**src/rtl/bms_prot_fsm_nch.sv**
```systemverilog
// Battery-management protection state machine for NCH fault channels.
// Each channel qualifies its raw flag with a debounce/persistence counter
// and a recovery counter. The per-channel warn and fault levels drive a
// four-state supervisor that runs one cycle behind them: NORM, WARN,
// FAULT, SHUTDOWN. Faults are latched until a clear request is accepted.
// SHUTDOWN is left only through reset.
module bms_prot_fsm_nch #(
    parameter int              NCH       = 5,
    parameter int              CW        = 8,
    parameter int              DB        = 5,
    parameter int              PERS      = 20,
    parameter int              RCV       = 4,
    parameter logic [NCH-1:0]  SHDN_MASK = '0,
    parameter logic [NCH-1:0]  CHG_ONLY  = '0
) (
    input  logic                     clk,
    input  logic                     rst_n,
    input  logic [NCH-1:0]           flt_raw,
    input  logic [NCH-1:0]           flt_msk,
    input  logic                     chg_en,
    input  logic                     clr_req,
    output logic                     clr_ack,
    output logic                     clr_nak,
    output logic [3:0]               state_1hot,
    output logic [NCH-1:0]           warn_vec,
    output logic [NCH-1:0]           fault_vec,
    output logic [$clog2(NCH)-1:0]   first_flt,
    output logic                     first_vld,
    output logic [7:0]               flt_cnt
);

    localparam int IW = $clog2(NCH);

    localparam logic [CW-1:0] DB_C   = CW'(DB);
    localparam logic [CW-1:0] PERS_C = CW'(PERS);
    localparam logic [CW-1:0] RCV_C  = CW'(RCV);

    typedef enum logic [3:0] {
        NORM  = 4'b0001,
        WARN  = 4'b0010,
        FAULT = 4'b0100,
        SHDN  = 4'b1000
    } state_t;

    state_t         state;
    state_t         state_nxt;

    logic [NCH-1:0] active;
    logic [CW-1:0]  act_cnt [NCH];
    logic [CW-1:0]  rcv_cnt [NCH];
    logic [CW-1:0]  act_run [NCH];
    logic [CW-1:0]  act_nxt [NCH];
    logic [CW-1:0]  rcv_nxt [NCH];
    logic [NCH-1:0] warn_nxt;
    logic [NCH-1:0] fault_nxt;
    logic [NCH-1:0] new_flt;
    logic           clr_accept;
    logic [IW-1:0]  first_idx;
    logic           flt_inc;

    assign state_1hot = state;

    // Channel qualification, persistence/recovery counting and clear arbitration.
    // act_run is the counter update ignoring any clear. New faults are taken
    // from act_run so that a fault appearing on this edge can veto the clear
    // without forming a combinational loop through the clear itself.
    always_comb begin
        active     = flt_raw & flt_msk & (~CHG_ONLY | {NCH{chg_en}});
        new_flt    = '0;
        warn_nxt   = '0;
        fault_nxt  = '0;
        for (int i = 0; i < NCH; i++) begin
            act_run[i] = act_cnt[i];
            rcv_nxt[i] = rcv_cnt[i];
            if (active[i]) begin
                rcv_nxt[i] = '0;
                if (act_cnt[i] < PERS_C) begin
                    act_run[i] = act_cnt[i] + 1'b1;
                end
            end else if (rcv_cnt[i] >= RCV_C - 1'b1) begin
                // Inactive long enough: the channel has recovered.
                act_run[i] = '0;
                rcv_nxt[i] = '0;
            end else begin
                // Short dropout: hold persistence, count recovery time.
                rcv_nxt[i] = rcv_cnt[i] + 1'b1;
            end
            new_flt[i] = (act_run[i] == PERS_C) && !fault_vec[i];
        end

        clr_accept = clr_req && (state == FAULT)
                     && ((fault_vec & warn_vec) == '0)
                     && (new_flt == '0);

        for (int i = 0; i < NCH; i++) begin
            act_nxt[i] = act_run[i];
            if (clr_accept && fault_vec[i]) begin
                act_nxt[i] = '0;
                rcv_nxt[i] = '0;
            end
            warn_nxt[i]  = (act_nxt[i] >= DB_C);
            fault_nxt[i] = (fault_vec[i] && !clr_accept) || new_flt[i];
        end
    end

    // Lowest-index channel among the faults that latch on this edge.
    always_comb begin
        first_idx = '0;
        for (int i = NCH - 1; i >= 0; i--) begin
            if (new_flt[i]) begin
                first_idx = IW'(i);
            end
        end
    end

    // Supervisor next state from the registered warn/fault levels, highest priority first.
    always_comb begin
        state_nxt = state;
        if ((state == SHDN) || ((warn_vec & SHDN_MASK) != '0)) begin
            state_nxt = SHDN;
        end else if (fault_vec != '0) begin
            state_nxt = FAULT;
        end else if (warn_vec != '0) begin
            state_nxt = WARN;
        end else begin
            state_nxt = NORM;
        end
        flt_inc = (state_nxt == FAULT) && (state != FAULT);
    end

    // Supervisor state register.
    always_ff @(posedge clk or negedge rst_n) begin
        if (!rst_n) begin
            state <= NORM;
        end else begin
            state <= state_nxt;
        end
    end

    // Per-channel persistence and recovery counters.
    always_ff @(posedge clk or negedge rst_n) begin
        if (!rst_n) begin
            for (int i = 0; i < NCH; i++) begin
                act_cnt[i] <= '0;
                rcv_cnt[i] <= '0;
            end
        end else begin
            for (int i = 0; i < NCH; i++) begin
                act_cnt[i] <= act_nxt[i];
                rcv_cnt[i] <= rcv_nxt[i];
            end
        end
    end

    // Per-channel warn level and latched fault.
    always_ff @(posedge clk or negedge rst_n) begin
        if (!rst_n) begin
            warn_vec  <= '0;
            fault_vec <= '0;
        end else begin
            warn_vec  <= warn_nxt;
            fault_vec <= fault_nxt;
        end
    end

    // First-fault capture, held until an accepted clear.
    always_ff @(posedge clk or negedge rst_n) begin
        if (!rst_n) begin
            first_flt <= '0;
            first_vld <= 1'b0;
        end else if (clr_accept) begin
            first_flt <= '0;
            first_vld <= 1'b0;
        end else if (!first_vld && (new_flt != '0)) begin
            first_flt <= first_idx;
            first_vld <= 1'b1;
        end
    end

    // Saturating count of entries into FAULT.
    always_ff @(posedge clk or negedge rst_n) begin
        if (!rst_n) begin
            flt_cnt <= 8'd0;
        end else if (flt_inc && (flt_cnt != 8'hFF)) begin
            flt_cnt <= flt_cnt + 8'd1;
        end
    end

    // Clear handshake: exactly one of ack/nak pulses the cycle after a request.
    always_ff @(posedge clk or negedge rst_n) begin
        if (!rst_n) begin
            clr_ack <= 1'b0;
            clr_nak <= 1'b0;
        end else begin
            clr_ack <= clr_req && clr_accept;
            clr_nak <= clr_req && !clr_accept;
        end
    end

endmodule

```
**config.mk**
```make
export PLATFORM = sky130hd
export DESIGN_NAME = bms_prot_fsm_nch
export DESIGN_NICKNAME = d
export VERILOG_FILES = /design/src/rtl/bms_prot_fsm_nch.sv
export SDC_FILE = /design/constraint.sdc
export NUM_CORES = 1
export LEC_CHECK = 0
export CAP_MARGIN = 20
export CORE_MARGIN = 3
export CORE_UTILIZATION = 60
export CTS_BUF_LIST = sky130_fd_sc_hd__clkbuf_4 sky130_fd_sc_hd__clkbuf_8
export CTS_CLUSTER_SIZE = 25
export DETAILED_ROUTE_END_ITERATION = 10
export PLACE_DENSITY = 0.82
export REMOVE_ABC_BUFFERS = 1
export SLEW_MARGIN = 40
export SYNTH_ARGS = -nofsm -noshare
export SYNTH_HDL_FRONTEND = slang
export SYNTH_SLANG_ARGS = --single-unit
export TNS_END_PERCENT = 20
```
**constraint.sdc**
```tcl
create_clock -name clk -period 3.49 [get_ports clk]
set_input_delay 0.5235 -clock clk [delete_from_list [all_inputs] [get_ports clk]]
set_output_delay 0.5235 -clock clk [all_outputs]
set_load 0.01 [all_outputs]
```
* Word-level counts from Yosys, hierarchy flattened
Cells that the tools add are included.
Operators by class: add/sub/neg operators 11, $lt $le $gt $ge 15, eq/ne operators 10, muxes and demuxes 47, bitwise logic cells 2, reductions and logical operators 41
Operator list (number):
- $mux 8 | 35
- $add 8x1->8 const B | 11
- $eq 8x5->1 const B | 5
- $ge 8x2->1 const B | 5
- $ge 8x3->1 const B | 5
- $lt 8x5->1 const B | 5
- $mux 3 | 8
- $logic_and 1x1->1 | 23
- $reduce_bool 5->1 | 3
- $and 5x5->5 | 2
- $logic_not 5->1 | 2
- $eq 4x3->1 const B | 2
- $ne 8x8->1 const B | 1
- $logic_not 1->1 | 7
- $logic_or 1x1->1 | 5
- $eq 4x4->1 const B | 1
- $mux 4 | 1
- $ne 4x3->1 const B | 1
- $mux 1 | 2
- $mux 2 | 1
- $reduce_bool 2->1 | 1
Storage, ports and cells: bits in registers 108, logic and storage cells 144

* Longest topological paths before layout
depth in word-level cells 12, depth in mapped cells 11, gate-level depth less buffers 8

* Worst setup path before layout
Ideal clock, no wire load.
path kind register to register, start point reg rcv_cnt[32] (netlist name), end point reg rcv_cnt[24] (netlist name), setup time 0.111 ns, data arrival time 2.725 ns, data required time 3.379 ns, slack 0.653 ns, cell stages (with the launch flop) 10, cells stage by stage dfrtp_1 ha_1 or4_4 o41a_4 a2111oi_2 o221ai_2 and2_1 and4_4 buf_6 a2111oi_2
RTL lines:
- from (decl) | RTL line 50 | logic [CW-1:0] rcv_cnt [NCH];
- from (signal, indexed assignment) | RTL line 150 | rcv_cnt[i] <= rcv_nxt[i];

==> results.toml <==
[drt]
drt-met1-wl_um = 4380
drc_errors = 0
detail_route.wirelength_um = 9930
wl_met2_um = 4820
route.detailed.wl_per_inst_um = 15.3
drtAntennaViolNets = 0
drtPass1Iterations = 4
top_layer = "met4"
dr_wl_met3_um = 533
vias = 3895
initialDrtViolationCount = 224
viasPerCell = 5.98

[global_routing]
grt_pass1_wl_um = 17200
grt_use_total_pct = 21.9
grt_max_degree = 64
grt-ovfl-total = 0
antenna_found_initial = 0
grt_pass1_vias = 3817

[die]
num_rows = 32
start_util_pct = 63.3
ios = 42
die_area_um2 = 9450
die_y_um = 97.2
core_area_um2 = 7890
die_w_um = 97.2

[yosys]
synth_top_cell_by_area = "dfrtp_1"
synth_cells = 466
synth_seq_area_share_pct = 54.2
synth_common_cells = "107 x dfrtp_1, 52 x a21oi_1, 39 x nand2_1"
syn_avg_cell_area_um2 = 10.7
ys_ff_latch = 108
synth_ff_type = "dfrtp_1"
ys_warn_count = 0
synth_top_area_share_pct = 53.6
yosysUniqueCellTypes = 71
synthesis.area_um2 = 4990
synthArstFlopShare_pct = 100
yosysMostFrequentCell = "dfrtp_1"
synth_area_leaders = "dfrtp_1 54%, a21oi_1 5.2%, nand2_1 2.9%"
synth_edf_count = 0

[clock_network]
cts_made_buffers = 9
post_cts_resized = 0
root_buffer = "clkbuf_8"
holdBufCountCts = 0
clockBufferDepth = 2
ctsHtreeMaxLevel = 3
cts_setup_buffers = 0
cts_tree = "done"
cts_sinks = 108
clk_latency_ns = 0.38
clk_pin_slew_worst_paths_ns = 0.10

[critical_path]
max_stage_delay_ns = 0.43
cp_cell_sequence = "ha_1, or4_4, o41a_4, a2111oi_2, o221ai_2, and2_1, and4_4, buf_4, a211oi_2"
path_class = "reg -> reg"
cp-start-kind = "register"
crit_arrival_ns = 3.44
critPathMaxFanout = 34
slowest_stage = "or4_4"
ff2ff_path_depth = 9
critPathRequiredTime_ns = 3.78
crit_path_end_kind = "register"

[power]
p_leak_nw = 2.64
p_per_area_nw_per_um2 = 428
vdd_drop_max_uv = 269

[sta]
fin_skew_ns = 0.0130
worstMarginPinSlew_ns = 0.733
slew_viol_final = 0
post-route-period-util_pct = 90.2
hold_viol = 0
fmax_mhz = 318
post-route-min-period_ns = 3.15
rsz0062_at_grt = "false"
finalSetupTns_ns = 0
setup_viol = 0
max-slew-margin-rel_pct = 50.5

[run_status]
status = "finished, final reports clean"

[placement]
place_area_um2 = 5660
dp_hpwl_um = 7050
port_buffers = 40
gp_congestion = 0.898
dp.cells = 635

[run]
maxCapViolations = 0

[layout]
layout.nets = 569
drive_above_1_share_pct = 10.6
fin_area_um2 = 5870
final_core_util_pct = 74.4
regArea_um2 = 2700
fillCellCount = 564
antennaDiodeCount = 0
fin_cells = 651
multi_input_area_um2 = 2250
syn2layout_area_growth_pct = 17.5

[worst_hold_path]
worstHoldPathType = "in -> async"
==> path summary, 6_finish.rpt <==
kind,from,endpoint,slack (ns)
max,rcv_cnt[32],rcv_cnt[8],0.34
min,rst_n,rcv_cnt[39],0.12
max reg2reg,rcv_cnt[32],rcv_cnt[8],0.34
min reg2reg,rcv_cnt[16],rcv_cnt[16],0.45
max in group asynchronous,rst_n,act_cnt[20],2.64
min in group clk,rcv_cnt[16],rcv_cnt[16],0.45
==> layout by cell type (no fill, tap or decap), drive strengths merged, types with 9 or more instances in the layout <==
cell           synthesis  layout
clkdlybuf4s50          0      39
nand3                 20      20
nor3                  21      21
a21oi                 52      52
o21ai                 13      13
nand2                 39      39
nor2                  16      16
nand4                 16      16
inv                   14      17
and2                   9       9
dfrtp                107     107
ha                    11      11
conb                   1      30
clkbuf                11      10
buf                    8      18
a211oi                10      10
==> worst max-delay path: cells and delay by family (launching register included) <==
kind                       cells  cell delay [ns]
and+or+nand+nor                3             0.97
AOI/OAI and AO/OA              4             1.22
adders and majority gates      1             0.21
DFF                            1             0.40
buffers and inverters          1             0.26
==> through the flow <==
stage	hold WS (ns)	worst slack (ns)	power [mW]
final	0.118	0.341	2.51
after global routing	0.141	0.131	2.64
after CTS	0.241	0.321	2.53
after detailed placement	0.433	0.0751	1.76
after global placement	0.433	0.175	1.75
after floorplan	0.228	0.555	1.58
==> metal layers <==
layer | vias to the layer above | global-route usage, %
met5 | - | 0
met4 | 0 | 6.60
met3 | 15 | 4.45
met2 | 125 | 36.1
met1 | 1881 | 29.4
li1 | 1874 | -
==> logic make-up after synthesis <==
family,share of synthesized area (%)
AND/OR/NAND/NOR,18.4
AO/OA/AOI/OAI,18.6
flip-flops,54.2
buffers and inverters,2.93
adder cells (fa/ha/maj),2.76
XOR/XNOR,1.75
multiplexers,1.28
other,0.0751
==> layout make-up <==
cell class / count / share of cell area, %
repair buffers: 57 / 9.02
well taps: 102 / 2.18
clock inverters: 6 / 1.19
inverters: 14 / 0.896
flip-flops and latches: 108 / 46.1
clock buffers: 10 / 2.24
multi-input cells: 354 / 38.4
==> report_power, final <==
part	internal (mW)	switching, mW
Clock	0.348	0.424
Sequential	1.32	0.0788
Combinational	0.166	0.170
==> flip-flops by register name, summed over array words and instances, names as in the netlist <==
name        cells
first_flt       3
act_cnt        40
clr_nak         1
rcv_cnt        40
flt_cnt         8
clr_ack         1
state_1hot      4
first_vld       1
fault_vec       5
warn_vec        5
No activity file was read; power rests on OpenSTA's default activity.
